==> config.mk <==
export PLATFORM = sky130hd
export DESIGN_NAME = afifo_rx_stage
export DESIGN_NICKNAME = d
export VERILOG_FILES = /design/src/rtl/afifo_pkg.sv /design/src/rtl/afifo_rx_stage_vector_sync.sv /design/src/rtl/afifo_rx_stage.sv
export SDC_FILE = /design/constraint.sdc
export NUM_CORES = 1
export LEC_CHECK = 0
export CORE_UTILIZATION = 45
export DETAILED_ROUTE_END_ITERATION = 8
export PLACE_DENSITY = 0.83
export SETUP_SLACK_MARGIN = 0.05
export SYNTH_ARGS = -nofsm -noshare
export SYNTH_HDL_FRONTEND = slang
export SYNTH_SLANG_ARGS = --single-unit
==> constraint.sdc <==
create_clock -name CLK -period 3.9 [get_ports CLK]
set_clock_uncertainty 0.05 [all_clocks]
set_input_delay 0.39 -clock CLK [delete_from_list [all_inputs] [get_ports CLK]]
set_output_delay 0.39 -clock CLK [all_outputs]
set_load 0.005 [all_outputs]
==> src/rtl/afifo_pkg.sv <==
// rtl/afifo_pkg.sv - shared pointer widths and Gray/binary conversions for both FIFO halves
package afifo_pkg;

    localparam int AFIFO_DATA_WIDTH = 32;
    localparam int AFIFO_ADDR_WIDTH = 4;

    typedef logic [AFIFO_ADDR_WIDTH-1:0] afifo_ptr_t;

    function automatic afifo_ptr_t bin2gray(input afifo_ptr_t v);
        return v ^ (v >> 1);
    endfunction

    // Each binary bit is the XOR of all Gray bits at and above it.
    function automatic afifo_ptr_t gray2bin(input afifo_ptr_t g);
        afifo_ptr_t b;
        b[AFIFO_ADDR_WIDTH-1] = g[AFIFO_ADDR_WIDTH-1];
        for (int i = AFIFO_ADDR_WIDTH - 2; i >= 0; i--) begin
            b[i] = b[i+1] ^ g[i];
        end
        return b;
    endfunction

endpackage

==> src/rtl/afifo_rx_stage_vector_sync.sv <==
// rtl/afifo_rx_stage_vector_sync.sv - multi-flop synchroniser for a Gray-coded vector
module Vector_SYNC #(
    parameter int DATA_WIDTH = 4,
    parameter int SYNC_STAGE = 2
) (
    input  logic                  CLK,
    input  logic                  RSTn,
    input  logic [DATA_WIDTH-1:0] D_IN,
    output logic [DATA_WIDTH-1:0] D_OUT
);

    logic [DATA_WIDTH-1:0] r_stage [SYNC_STAGE];

    always_ff @(posedge CLK or negedge RSTn) begin
        if (!RSTn) begin
            for (int i = 0; i < SYNC_STAGE; i++) begin
                r_stage[i] <= '0;
            end
        end else begin
            r_stage[0] <= D_IN;
            for (int i = 1; i < SYNC_STAGE; i++) begin
                r_stage[i] <= r_stage[i-1];
            end
        end
    end

    assign D_OUT = r_stage[SYNC_STAGE-1];

endmodule

==> src/rtl/afifo_rx_stage.sv <==
// rtl/afifo_rx_stage.sv - read-domain half of the async FIFO: pointer sync, empty/level, registered pop
module afifo_rx_stage
    import afifo_pkg::*;
#(
    parameter int DATA_WIDTH = AFIFO_DATA_WIDTH,
    parameter int ADDR_WIDTH = AFIFO_ADDR_WIDTH,
    parameter int SYNC_STAGE = 2
) (
    input  logic                  CLK,
    input  logic                  RSTn,
    input  logic [ADDR_WIDTH-1:0] W_PTR_GRAY,
    input  logic [DATA_WIDTH-1:0] R_DATA_Tx,
    output logic [ADDR_WIDTH-1:0] R_PTR_GRAY,
    output logic [ADDR_WIDTH-1:0] R_PTR_Binary,
    output logic [DATA_WIDTH-1:0] R_DATA,
    output logic                  R_VALID,
    input  logic                  R_READY,
    output logic                  R_EMPTY,
    output logic [ADDR_WIDTH-1:0] R_LEVEL
);

    logic [ADDR_WIDTH-1:0] w_sync_w;
    logic [ADDR_WIDTH-1:0] w_sync_w_bin;
    logic [ADDR_WIDTH-1:0] w_ptr_bin_inc;
    logic                  w_empty;
    logic                  w_pop;

    logic [ADDR_WIDTH-1:0] r_ptr_bin;
    logic [ADDR_WIDTH-1:0] r_ptr_gray;
    logic [DATA_WIDTH-1:0] r_data;
    logic                  r_valid;

    Vector_SYNC #(
        .DATA_WIDTH (ADDR_WIDTH),
        .SYNC_STAGE (SYNC_STAGE)
    ) u_w_ptr_sync (
        .CLK   (CLK),
        .RSTn  (RSTn),
        .D_IN  (W_PTR_GRAY),
        .D_OUT (w_sync_w)
    );

    assign w_sync_w_bin  = gray2bin(w_sync_w);
    assign w_ptr_bin_inc = r_ptr_bin + ADDR_WIDTH'(1);

    // Empty is judged on the late-seen write pointer, so it can only err towards empty.
    assign w_empty = (r_ptr_gray == w_sync_w);
    assign w_pop   = ~w_empty & (~r_valid | R_READY);

    always_ff @(posedge CLK or negedge RSTn) begin
        if (!RSTn) begin
            r_ptr_bin  <= '0;
            r_ptr_gray <= '0;
            r_data     <= '0;
            r_valid    <= 1'b0;
        end else if (w_pop) begin
            r_ptr_bin  <= w_ptr_bin_inc;
            r_ptr_gray <= bin2gray(w_ptr_bin_inc);
            r_data     <= R_DATA_Tx;
            r_valid    <= 1'b1;
        end else if (R_READY) begin
            r_valid    <= 1'b0;
        end
    end

    assign R_PTR_GRAY   = r_ptr_gray;
    assign R_PTR_Binary = r_ptr_bin;
    assign R_DATA       = r_data;
    assign R_VALID      = r_valid;
    assign R_EMPTY      = w_empty;
    assign R_LEVEL      = w_sync_w_bin - r_ptr_bin;

endmodule

==> results of run 1 <==
[kinds of logic (layout without fill, tap and decap cells)]
family	count (synthesis)	in the layout	share of synthesized area, %
AO/OA/AOI/OAI	4	4	1.44
XOR/XNOR	17	17	7.13
adder cells (fa/ha/maj)	5	5	3.36
buffers and inverters	11	98	3.59
flip-flops	48	48	57.5
multiplexers	35	35	25.2
AND/OR/NAND/NOR	8	8	1.80
[metrics by stage]
| step | cell area (µm²) | cells | setup WS, ps |
|---|---|---|---|
| floorplan | 2090 | 128 | 1720 |
| global placement | 2940 | 259 | 1200 |
| CTS | 3030 | 267 | 754 |
| finish | 3030 | 267 | 779 |
| detailed placement | 2940 | 259 | 1090 |
| global route | 3030 | 267 | 596 |
[synthesized netlist by cell type]
cell	count
nand2_1	5
xnor2_1	8
o21ai_0	1
inv_1	6
a21oi_1	1
ha_1	4
buf_6	4
a21o_1	1
fa_1	1
buf_4	1
nor4_1	1
mux2_4	35
nand4_1	1
dfrtp_1	48
o41a_2	1
nand2b_1	1
xor2_1	9
[sequential cells by signal (all words and copies together), names as in the netlist]
signal                count
u_w_ptr_sync.D_OUT        4
R_PTR_Binary              4
u_w_ptr_sync.r_stage      4
R_DATA                   32
R_PTR_GRAY                3
R_VALID                   1
[worst max-delay path, delay by kind of cell (launching register included)]
family | cells | cell delay, ps
buffers and inverters | 2 | 560
flip-flops | 1 | 400
adder cells (fa/ha/maj) | 1 | 200
XOR/XNOR | 4 | 880
AO/OA/AOI/OAI | 2 | 330
[how the worst min path moves through the flow]
stage,cells after the start,slack [ps],from,end
after floorplan,0,40,RSTn,R_DATA[0]$_DFFE_PN0P_
after global placement,0,290,u_w_ptr_sync.r_stage[4]$_DFF_PN0_,u_w_ptr_sync.D_OUT[0]$_DFF_PN0_
after detailed placement,0,290,u_w_ptr_sync.r_stage[4]$_DFF_PN0_,u_w_ptr_sync.D_OUT[0]$_DFF_PN0_
after CTS,1,240,RSTn,R_DATA[21]$_DFFE_PN0P_
after global routing,1,290,RSTn,R_DATA[21]$_DFFE_PN0P_
final,1,200,RSTn,R_DATA[24]$_DFFE_PN0P_
[final cells by class]
| class | count | area share [%] |
|---|---|---|
| Timing Repair Buffer | 84 | 27.6 |
| Inverter | 6 | 0.743 |
| Sequential cell | 48 | 39.7 |
| Tap cell | 52 | 2.15 |
| Multi-Input combinational cell | 69 | 26.8 |
| Clock buffer | 5 | 2.27 |
| Clock inverter | 3 | 0.785 |
[per-layer routing]
layer / vias up / wire, µm / GRT usage (%)
met5: - / 0 / 0
met4: 0 / 93 / 7.78
met3: 9 / 316 / 6.93
met2: 69 / 2070 / 30.9
met1: 625 / 1680 / 22.4
li1: 596 / - / -
[cell usage in the layout, fill, tap and decap left out, drive strengths merged]
master	netlist	layout
clkdlybuf4s50	0	83
dfrtp	48	48
mux2	35	35
xor2	9	9
xnor2	8	8
inv	6	6
nand2	5	5
clkbuf	0	5
ha	4	4
clkinvlp	0	2
a21o	1	1
a21oi	1	1
nor4	1	1
nand2b	1	1
o41a	1	1
o21ai	1	1
nand4	1	1
fa	1	1
clkinv	0	1
buf	5	1
[power by group]
part,internal [mW],switching [mW]
logic,0.682,0.314
clock network,0.127,0.168
registers,0.644,0.133
total,1.45,0.616
==> run metrics, run 1 <==
status=complete, no violations; syn_nets=172; share of layout cells above drive strength 1=20.9%; global-route wire length before repair=7.00 mm; flops & latches, synth=48; initial antenna violation count=0; RD Place Congestion=0.791; post-synthesis sequential area ratio=57.5%; worst-path cell chain=xor2_1 -> xnor2_1 -> xor2_1 -> ha_1 -> inv_1 -> a21o_1 -> a21oi_1 -> xor2_1 -> clkdlybuf4s50_1; CTS Root Cell=clkbuf_8; syn avg cell area=16.3 µm²; post-CTS setup buffers=0; Critical Path AT=2680 ps; CP peak stage delay=510 ps; layout filler cell count=305; Ports=85; largest net degree at the start of global routing=49; RSZ-0062 raised after global routing=false; VDD IR max=0.344 mV; CTS Hold Bufs=0; total negative setup slack=0 ps; Leakage Power=1.36 nW; Area growth syn-to-layout=45.1%; Vias=1,299; max cap viols=0; critical-path maximum fanout=3; Syn Inst Count=128; CP Class=register to primary output; most area-consuming cells after synthesis=dfrtp_1, mux2_4, xor2_1; Setup crit end=R_LEVEL[3]; Critical Path Sink Type=primary output; initial DRC count=57; Via density=4.87; Initial Util=47.3%; Reg-to-Reg Start=R_PTR_Binary[3]$_DFFE_PN0P_; Pwr Total=2.07 mW; Synth area leader=dfrtp_1; slew margin rel.=17.4%; Worst Setup SP=u_w_ptr_sync.D_OUT[3]$_DFF_PN0_; CTS tree=done; final core utilization=68.6%; drt total wl=4.16 mm; Clock transition at path regs=90 ps; depth of the CTS H-tree=2; detailed placer's ending HPWL=3.08 mm; Yosys cell types=17; Pwr per Cell Area=683 nW/µm²; core area=4410 µm²; Critical Path Source Type=register; drt drc=0; GRT Util Overall=18.9%; worst reg-to-reg setup slack=1500 ps; hold slack=200 ps; post-route ant nets=0; max-slew violations=0; # clock sinks=48; footprint of the multi-input gates=812 µm²; fin crit share=80.0%; share of the synthesized area in the top cell type=57.5%; WP data required=3460 ps; grt ovf=0; crit path time final=3120 ps; CTS buffer count=5; clock latency on the worst-skew pair=300 ps; IO Port Bufs=84; Register Area=1200 µm²; reg2reg end=R_PTR_Binary[3]$_DFFE_PN0P_; slowest CP cell=clkdlybuf4s50_1; Max Freq=0.320 GHz; vias in the first global route=1,472; first-pass detailed-route iteration total=4; worst-case clock buffer depth=2; Die W=70.1 µm; final hold violations=0; Yosys warning total=0; Die ar.=4920 µm²; Netlist Area Pre-Place=2090 µm²; Hold Crit Class=input port to async pin; detailed-route wire length per cell=15.6 µm; r2r worst-path depth=4; # rows=24; Crit path top cell by count=xor2_1; # diodes=0; Die Span Y=70.1 µm; Post-CTS Resized=0; Worst-Margin Slew=1240 ps; Nets=258; final setup fails=0
Note: power is estimated with default switching activity, not from simulation.
==> run 2: changes to the inputs <==
--- a/config.mk
+++ b/config.mk
@@ -5,9 +5,9 @@
 export SDC_FILE = /design/constraint.sdc
 export NUM_CORES = 1
 export LEC_CHECK = 0
-export CORE_UTILIZATION = 45
+export CORE_UTILIZATION = 39
 export DETAILED_ROUTE_END_ITERATION = 8
-export PLACE_DENSITY = 0.83
+export PLACE_DENSITY = 0.77
 export SETUP_SLACK_MARGIN = 0.05
 export SYNTH_ARGS = -nofsm -noshare
 export SYNTH_HDL_FRONTEND = slang
==> constraint.sdc (replaced) <==
create_clock -name CLK -period 2.7 [get_ports CLK]
set_clock_uncertainty 0.05 [all_clocks]
set_input_delay 0.27 -clock CLK [delete_from_list [all_inputs] [get_ports CLK]]
set_output_delay 0.27 -clock CLK [all_outputs]
set_load 0.005 [all_outputs]
==> run metrics, run 2 (synthesis results as in run 1) <==
Critical Path Sink Type=primary output (unchanged); most frequent cells in the layout=clkdlybuf4s50_1, dfrtp_1, mux2_4, xor2_1, xnor2_1 (unchanged); drt drc=0 (unchanged); final instance area=3100 µm² (was 3030 µm²); # diodes=0 (unchanged); WP data required=2380 ps (was 3460 ps); # clock sinks=48 (unchanged); fin crit share=92.5%; final core utilization=60.2% (was 68.6%); total negative setup slack=0 ps (unchanged); Pwr Total=2.94 mW (was 2.07 mW); GRT Util Overall=16.1% (was 18.9%); Vias=1,291 (was 1,299); share of layout cells above drive strength 1=25.5% (was 20.9%); Die Span Y=75.2 µm (was 70.1 µm); grt ovf=0 (unchanged); Setup WS post-layout=202 ps (was 779 ps); initial antenna violation count=0 (unchanged); Largest register FFs=32 (unchanged); Leakage Power=1.40 nW (was 1.36 nW); Die W=75.2 µm (was 70.1 µm); slew margin rel.=30.2% (was 17.4%); RSZ-0062 raised after global routing=false (unchanged); Nets=264 (was 258); core area=5140 µm² (was 4410 µm²); largest net degree at the start of global routing=49 (unchanged); layout filler cell count=442 (was 305); global-route wire length before repair=6.50 mm (was 7.00 mm); final hold violations=0 (unchanged); # rows=26 (was 24); detailed placer's ending HPWL=2.83 mm (was 3.08 mm); vias in the first global route=1,273 (was 1,472); detailed-route wire length per cell=14.1 µm (was 15.6 µm); max cap viols=0 (unchanged); depth of the CTS H-tree=2 (unchanged); RD Place Congestion=0.686 (was 0.791); Ports=85 (unchanged); Via density=4.45 (was 4.87); CTS tree=done (unchanged); post-route ant nets=0 (unchanged); initial DRC count=44 (was 57); Die ar.=5650 µm² (was 4920 µm²); IO Port Bufs=84 (unchanged); Area growth syn-to-layout=48.2% (was 45.1%); drt total wl=4.09 mm (was 4.16 mm); VDD IR max=0.436 mV (was 0.344 mV); Clock transition at path regs=90 ps (about the same); clock latency on the worst-skew pair=300 ps (about the same); Worst-Margin Slew=1050 ps (was 1240 ps); CTS buffer count=5 (unchanged); Initial Util=40.6% (was 47.3%); Pwr per Cell Area=950 nW/µm² (was 683 nW/µm²); max-slew violations=0 (unchanged); Placement Setup Slack=98.1 ps (was 1090 ps); CP Class=register to primary output (unchanged); status=complete, no violations (unchanged); critical-path maximum fanout=2 (was 3); commonest non-fill, non-tap cell in the layout=clkdlybuf4s50_1 (unchanged); Critical Path AT=2180 ps (was 2680 ps); Max Freq=0.400 GHz; first-pass detailed-route iteration total=2 (was 4); crit path time final=2500 ps; final setup fails=0 (unchanged); worst-case clock buffer depth=2 (unchanged); Hold Crit Class=input port to async pin (unchanged); Post-Place Cell Area=2980 µm² (was 2940 µm²); CTS Root Cell=clkbuf_8 (unchanged); Critical Path Source Type=register (unchanged)
## run 2: worst paths after layout
path / cells past startpoint / slack, ps / end / start
worst min-delay path: 1 / 90 / R_DATA[31]$_DFFE_PN0P_ / RSTn
worst max-delay path: 7 / 200 / R_LEVEL[1] / u_w_ptr_sync.D_OUT[3]$_DFF_PN0_
worst max register to register: 5 / 520 / R_DATA[9]$_DFFE_PN0P_ / u_w_ptr_sync.D_OUT[3]$_DFF_PN0_
min in group CLK: 0 / 310 / u_w_ptr_sync.D_OUT[3]$_DFF_PN0_ / u_w_ptr_sync.r_stage[7]$_DFF_PN0_
max in group asynchronous: 1 / 1850 / R_DATA[13]$_DFFE_PN0P_ / RSTn
worst min register to register: 0 / 310 / u_w_ptr_sync.D_OUT[3]$_DFF_PN0_ / u_w_ptr_sync.r_stage[7]$_DFF_PN0_
## run 2: layout make-up
cell class	instances	area (µm²)	area share [%]
Inverter	6	22.5	0.728
Sequential cell	48	1200	38.8
Clock buffer	5	68.8	2.22
Tap cell	70	87.6	2.83
Clock inverter	2	12.5	0.404
Multi-Input combinational cell	69	833	26.9
Timing Repair Buffer	90	870	28.1
## run 2: metrics by stage
step | instances | hold WS (ps)
2_1_floorplan | 128 | -75.6
3_3_place_gp | 280 | 284
3_5_place_dp | 280 | 286
4_1_cts | 290 | 140
5_1_grt | 290 | 195
6_report | 290 | 90.8
## run 2: layer usage
layer	vias to the layer above	GRT usage, %	wire [µm]	share of wire [%]
li1	605	-	-	-
met5	-	0	0	0
met4	0	6.17	61	1.5
met1	628	22.6	1910	47
met2	51	22.4	1830	45
met3	7	6.56	288	7.0
## run 2: worst max-delay path, stage by stage (launching register included)
cell and delay, ps:
dfrtp_1 410, xor2_2 240, xnor2_2 160, xor2_1 180, ha_2 210, fa_1 410, inv_1 50, dlygate4sd2_1 220
## run 2: report_power, final
group	leakage, nW	internal, mW	switching, mW
registers	0.558	0.931	0.179
clock network	0.0400	0.176	0.239
logic	0.801	0.954	0.463
total	1.40	2.06	0.881
## run 2: timing repair
| action | 4_1_cts | 5_1_grt |
|---|---|---|
| hold endpoints to repair | 0 | 0 |
| pin swaps | 3 | 4 |
| hold buffers | 0 | 0 |
| endpoints found under the setup margin | 3 | 3 |
| resized for setup | 6 | 5 |
| setup buffers | 3 | 0 |
==> run 3: changes to the inputs <==
--- a/config.mk
+++ b/config.mk
@@ -5,6 +5,7 @@
 export SDC_FILE = /design/constraint.sdc
 export NUM_CORES = 1
 export LEC_CHECK = 0
+export ABC_CLOCK_PERIOD_IN_PS = 2700
 export CORE_UTILIZATION = 39
 export DETAILED_ROUTE_END_ITERATION = 8
 export PLACE_DENSITY = 0.77
==> results of run 3 <==
Same layout as run 2: the final DEF is identical, and so are final timing and power.
